File: src/rtl/baud_gen_pkg.sv
// baud_gen_pkg: shared constants and divisor arithmetic for the UART baud generator.
// The optional oversample divider in baud_gen is enabled by BAUD_GEN_OVERSAMPLE_EN.

package baud_gen_pkg;

    // Board defaults: 100 MHz PLL output, 9600 bit/s, 16x receive oversampling.
    localparam int unsigned DEF_CLK_FREQ_HZ = 100_000_000;
    localparam int unsigned DEF_BAUD_RATE   = 9600;
    localparam int unsigned DEF_OVERSAMPLE  = 16;

    // Divisor rounded to nearest: (clk_hz + rate/2) / rate.
    function automatic int unsigned calc_div(input int unsigned clk_hz,
                                             input int unsigned rate);
        return (clk_hz + rate / 2) / rate;
    endfunction

    // Counter width for a modulo-div counter. Clamped to 1 so an illegal div
    // still elaborates far enough for the divider's own error to be reported.
    function automatic int unsigned cnt_width(input int unsigned div);
        return (div < 2) ? 1 : $clog2(div);
    endfunction

endpackage

File: src/rtl/tick_divider.sv
// tick_divider: free-running modulo-DIV counter producing a registered
// one-cycle tick on every wrap to zero.

module tick_divider
    import baud_gen_pkg::*;
#(
    parameter int unsigned DIV = 10
) (
    input  logic clk,
    input  logic rst,
    output logic tick
);

    localparam int unsigned     CntW   = cnt_width(DIV);
    localparam logic [CntW-1:0] CntMax = CntW'(DIV - 1);

    // A divisor below 2 cannot produce a pulse that is low between ticks.
    generate
        if (DIV < 2) begin : gen_div_check
            $error("tick_divider: DIV must be at least 2");
        end
    endgenerate

    logic [CntW-1:0] cnt_q;
    logic [CntW-1:0] cnt_d;
    logic            wrap;
    logic            tick_q;

    // Next count: wrap from DIV-1 back to 0, otherwise increment.
    always_comb begin
        wrap  = (cnt_q == CntMax);
        cnt_d = wrap ? '0 : cnt_q + 1'b1;
    end

    // Counter and tick registers; the tick is high for the cycle after the wrap edge.
    always_ff @(posedge clk) begin
        if (rst) begin
            cnt_q  <= '0;
            tick_q <= 1'b0;
        end else begin
            cnt_q  <= cnt_d;
            tick_q <= wrap;
        end
    end

    assign tick = tick_q;

endmodule

File: src/rtl/baud_gen.sv
// baud_gen: baud-rate tick generator for the UART transmit path.
// Define BAUD_GEN_OVERSAMPLE_EN to add the rx_en oversample tick and its divider.

module baud_gen
    import baud_gen_pkg::*;
#(
    parameter int unsigned CLK_FREQ_HZ = DEF_CLK_FREQ_HZ,
    parameter int unsigned BAUD_RATE   = DEF_BAUD_RATE,
    parameter int unsigned OVERSAMPLE  = DEF_OVERSAMPLE
) (
    input  logic clk,
    input  logic rst,
`ifdef BAUD_GEN_OVERSAMPLE_EN
    output logic tx_en,
    output logic rx_en
`else
    output logic tx_en
`endif
);

    localparam int unsigned DIV = calc_div(CLK_FREQ_HZ, BAUD_RATE);

    // OVERSAMPLE is a divisor term for the oversample rate, so zero is never legal.
    generate
        if (OVERSAMPLE == 0) begin : gen_os_check
            $error("baud_gen: OVERSAMPLE must be nonzero");
        end
    endgenerate

    // Bit-rate divider feeding the transmitter.
    tick_divider #(
        .DIV (DIV)
    ) u_tx_div (
        .clk  (clk),
        .rst  (rst),
        .tick (tx_en)
    );

`ifdef BAUD_GEN_OVERSAMPLE_EN
    localparam int unsigned DIV_OS = calc_div(CLK_FREQ_HZ, BAUD_RATE * OVERSAMPLE);

    // Independent divider so rounding of the oversample rate never disturbs tx_en.
    tick_divider #(
        .DIV (DIV_OS)
    ) u_rx_div (
        .clk  (clk),
        .rst  (rst),
        .tick (rx_en)
    );
`endif

endmodule

File: config.mk
export PLATFORM = sky130hd
export DESIGN_NAME = baud_gen
export DESIGN_NICKNAME = d
export VERILOG_FILES = /design/src/rtl/baud_gen_pkg.sv /design/src/rtl/tick_divider.sv /design/src/rtl/baud_gen.sv
export SDC_FILE = /design/constraint.sdc
export NUM_CORES = 1
export LEC_CHECK = 0
export ABC_AREA = 0
export ABC_CLOCK_PERIOD_IN_PS = 2000
export CAP_MARGIN = 20
export CORE_MARGIN = 8
export CORE_UTILIZATION = 41
export DETAILED_ROUTE_END_ITERATION = 10
export PLACE_DENSITY = 0.64
export SYNTH_ARGS = -nofsm -noshare
export SYNTH_HDL_FRONTEND = slang
export SYNTH_SLANG_ARGS = --single-unit
File: constraint.sdc
create_clock -name clk -period 2 [get_ports clk]
set_clock_uncertainty 0.1 [all_clocks]
set_input_delay 0.5 -clock clk [delete_from_list [all_inputs] [get_ports clk]]
set_output_delay 0.5 -clock clk [all_outputs]
set_load 0.02 [all_outputs]
# Word-level counts from Yosys, hierarchy flattened
# Cells that the tools add are included.
# Widths: inputs -> output; s select.
[word_totals]
ff_bits = 15
inputBits = 2
output_inout_bits = 1
word_cells = 5
[op_classes]
n_addsub = 1
n_eq_ne = 1
n_reduce_logical = 1
[op_table]
columns = ["op", "count"]
rows = [
  ["$add 14x1->14 const B", 1],
  ["$eq 14x14->1 const B", 1],
  ["$reduce_or 2->1", 1],
]

# Logic depth before layout (Yosys ltp)
[depth]
depth_word = 2
depth_mapped = 6
mapped_depth_nobuf = 5

# Least setup slack after synthesis
# Ideal clock, no wire load.
[synth_timing]
path_kind = "register to register"
start = "register u_tx_div.cnt_q[0]"
end = "register u_tx_div.cnt_q[12]"
setup_ps = 115
t_arrival_ps = 1188
t_required_ps = 1785
slack_ps = 597
path_stages_with_launch = 6
path_buffers = 0
period_less_slack_ps = 1403
path_cell_list = "dfxtp_1 -> ha_1 -> nand3_2 -> nor4_2 -> xnor2_1 -> nor2_2"
[synth_between]
elab_chain_len = 2
[synth_rtl]
columns = ["item", "line", "rtl"]
rows = [
  ["start, declared", "tick_divider.sv:24", "logic [CntW-1:0] cnt_q;"],
  ["start signal, assigned", "tick_divider.sv:41", "cnt_q <= cnt_d;"],
  ["parallel branches: the longest is 2 deep, another holds $add 14x1->14", "n/a", ""],
]
# Parallel ways; which one is timed is not known.
# A chain may end at the register's enable or synchronous reset.

# Final worst setup path
[layout_timing]
start = "register u_tx_div.tick_q (netlist: u_tx_div.tick)"
end = "output tx_en"
[layout_lines]
columns = ["item", "line", "rtl"]
rows = [
  ["start, declared", "tick_divider.sv:27", "logic tick_q;"],
  ["start signal, assigned", "tick_divider.sv:42", "tick_q <= wrap;"],
  ["end, declared", "baud_gen.sv:17", "output logic tx_en"],
]
# No word-level cell between the ends.

==> qor.csv <==
metric,value,unit
synth-warning-count,0,
ctsResizeCount,0,
synth_area,689.4,sq um
dp_hpwl,821.4,microns
firstDrtPassIters,4,
postCtsHoldBufs,0,
core-area,1652,sq um
syn2layout_area_growth,8.167,%
slew_viol_final,0,
rsz0062_at_grt,false,
wl,1.074,mm
nNetsFinal,84,
gp_congestion,0.7320,
antennaDiodeCount,0,
start_kind,flop,
clkTransAtPathRegs,0.08,ns
hold_end,u_tx_div.cnt_q[0]$_SDFF_PP0_,
clockRootBuffer,clkbuf_4,
start_util,41.74,%
antenna_found_initial,0,
layout_min_cycle_time,1.782,ns
core.rowCount,15,
crit_buf_inv,1,
final_cell_mix,"17 x nor2_1, 15 x dfxtp_1, 11 x xnor2_1",
clock-sinks,15,
wl_per_cell,11.19,microns
critPathSlowestCell,clkdlybuf4s50_1,
worstPathCellList,clkdlybuf4s50_1,
min_path_type,reg2reg,
finalWorstSetupSlack,0.2182,ns
final_common_cell,nor2_1,
preCtsSetupSlack,0.4172,ns
synth_nets,78,
cp_top_family,buffers and inverters,
overflow,0,
pin_count,3,
setup_violations,0,
crit_type,reg2out,
die-area,3250,sq um
critPathMaxFanout,1,
grt_usage,7.897,%
fin_crit_sh,89.09,%
viasPerCell,5.104,
cts_tree,yes,
regArea,300.3,sq um
ys_ff_latch,15,
avgSynthCellArea,9.316,sq um
worstRegToRegCells,5,
ir_drop,0.4685,mV
slowest_delay,0.59,ns
crit_path_end_kind,primary output,
r2r-start,u_tx_div.cnt_q[0]$_SDFF_PP0_,
fill_cells,172,
multiInputGateArea,355.3,sq um
drive_gt1_share,13.92,%
grt_max_degree,15,
drv_cap,0,
io_buffers,2,
hold_violations,0,
rr_endpoint,u_tx_div.cnt_q[12]$_SDFF_PP0_,
clk_path_buf_depth,2,
status,finished clean,
hold_path_startpoint,u_tx_div.cnt_q[0]$_SDFF_PP0_,
clkLatencyLatePin,0.28,ns
power.density,671.1,nW/um^2
drt_iter0_drc,4,
tightest_slew,0.2676,ns
slew_headroom,81.92,%
synth_seq_area_share,43.56,%
fmax,0.5612,GHz
worst_ep_required_time,1.40,ns
tns,0,ns
synth_cells,74,
post_cts_buffers,0,
cts_made_buffers,3,
postRouteAntennaNets,0,
netlist-cell-type-count,18,
die_width,57.01,microns
cts_htree_levels,1,
die_h,57.01,microns
drcViolationCount,0,
grt_pass1_vias,464,
hold_depth,1,
p_leak,0.0002401,uW
via_count,490,
cp_data_arrival_time,1.18,ns
grt_pass1_wl,1.980,mm
rrSetupSlack,0.49,ns
-- report_power, final --
part	internal, uW	switching, uW
Sequential	304	6.86
Combinational	8.49	10.2
Clock	77.4	94.0
-- metal layers --
layer | vias up | share of wire [%] | GRT usage [%]
met5 | - | 0 | 0
met4 | 0 | 0.84 | 3.020
met3 | 2 | 5.6 | 4.656
met2 | 7 | 44 | 12.25
met1 | 231 | 49 | 8.627
li1 | 250 | - | -
-- cells in the mapped netlist (all sizes together) --
library cell  number  area share, %
xor2               1            1.3
nor4b              1            1.3
nor3               4            2.9
nor4bb             2            2.9
ha                 2            3.6
nor4               2            3.6
xnor2             11             14
nand4              3            4.5
dfxtp             15             44
nor2              18             10
nand3              4            4.4
nand2              3            1.6
nand2b             1            1.3
inv                6            3.3
buf                1            1.6
-- sequential cells by signal, summed over array words and instances (netlist names) --
register and cells:
u_tx_div.tick 1, u_tx_div.cnt_q 14
-- cell families after synthesis --
kind of cell             Yosys count  share of synthesized area [%]
buffers and inverters              7                          4.900
flip-flops                        15                          43.56
adder cells (fa/ha/maj)            2                          3.629
AND/OR/NAND/NOR                   38                          32.67
XOR/XNOR                          12                          15.24
-- cell type report --
class	count	share of cell area, %
clock buffers	4	3.523
flip-flops and latches	15	40.27
inverters	6	3.020
multi-input cells	52	47.65
repair buffers	2	2.685
well taps	17	2.852
-- worst max-delay path by stage --
stage,start,to,depth (start not counted)
CTS,u_tx_div.tick$_SDFF_PP0_,tx_en,1
finish,u_tx_div.tick$_SDFF_PP0_,tx_en,1
global route,u_tx_div.tick$_SDFF_PP0_,tx_en,1
floorplan,u_tx_div.cnt_q[0]$_SDFF_PP0_,u_tx_div.cnt_q[12]$_SDFF_PP0_,5
detailed placement,rst,u_tx_div.cnt_q[4]$_SDFF_PP0_,3
global placement,rst,u_tx_div.cnt_q[4]$_SDFF_PP0_,3
-- through the flow --
step | total power, uW | hold slack, ns | cells | utilization, % | cell area, sq um
after CTS | 512.8 | 0.4012 | 96 | 45.15 | 745.7
after floorplan | 332.5 | 0.3507 | 74 | - | 689.4
after global placement | 336.2 | 0.3705 | 92 | 43.56 | 719.4
final | 500.5 | 0.3919 | 96 | 45.15 | 745.7
after global routing | 529.9 | 0.4327 | 96 | 45.15 | 745.7
after detailed placement | 336.6 | 0.3797 | 92 | 43.56 | 719.4
Power figures use the tool's default switching activity.
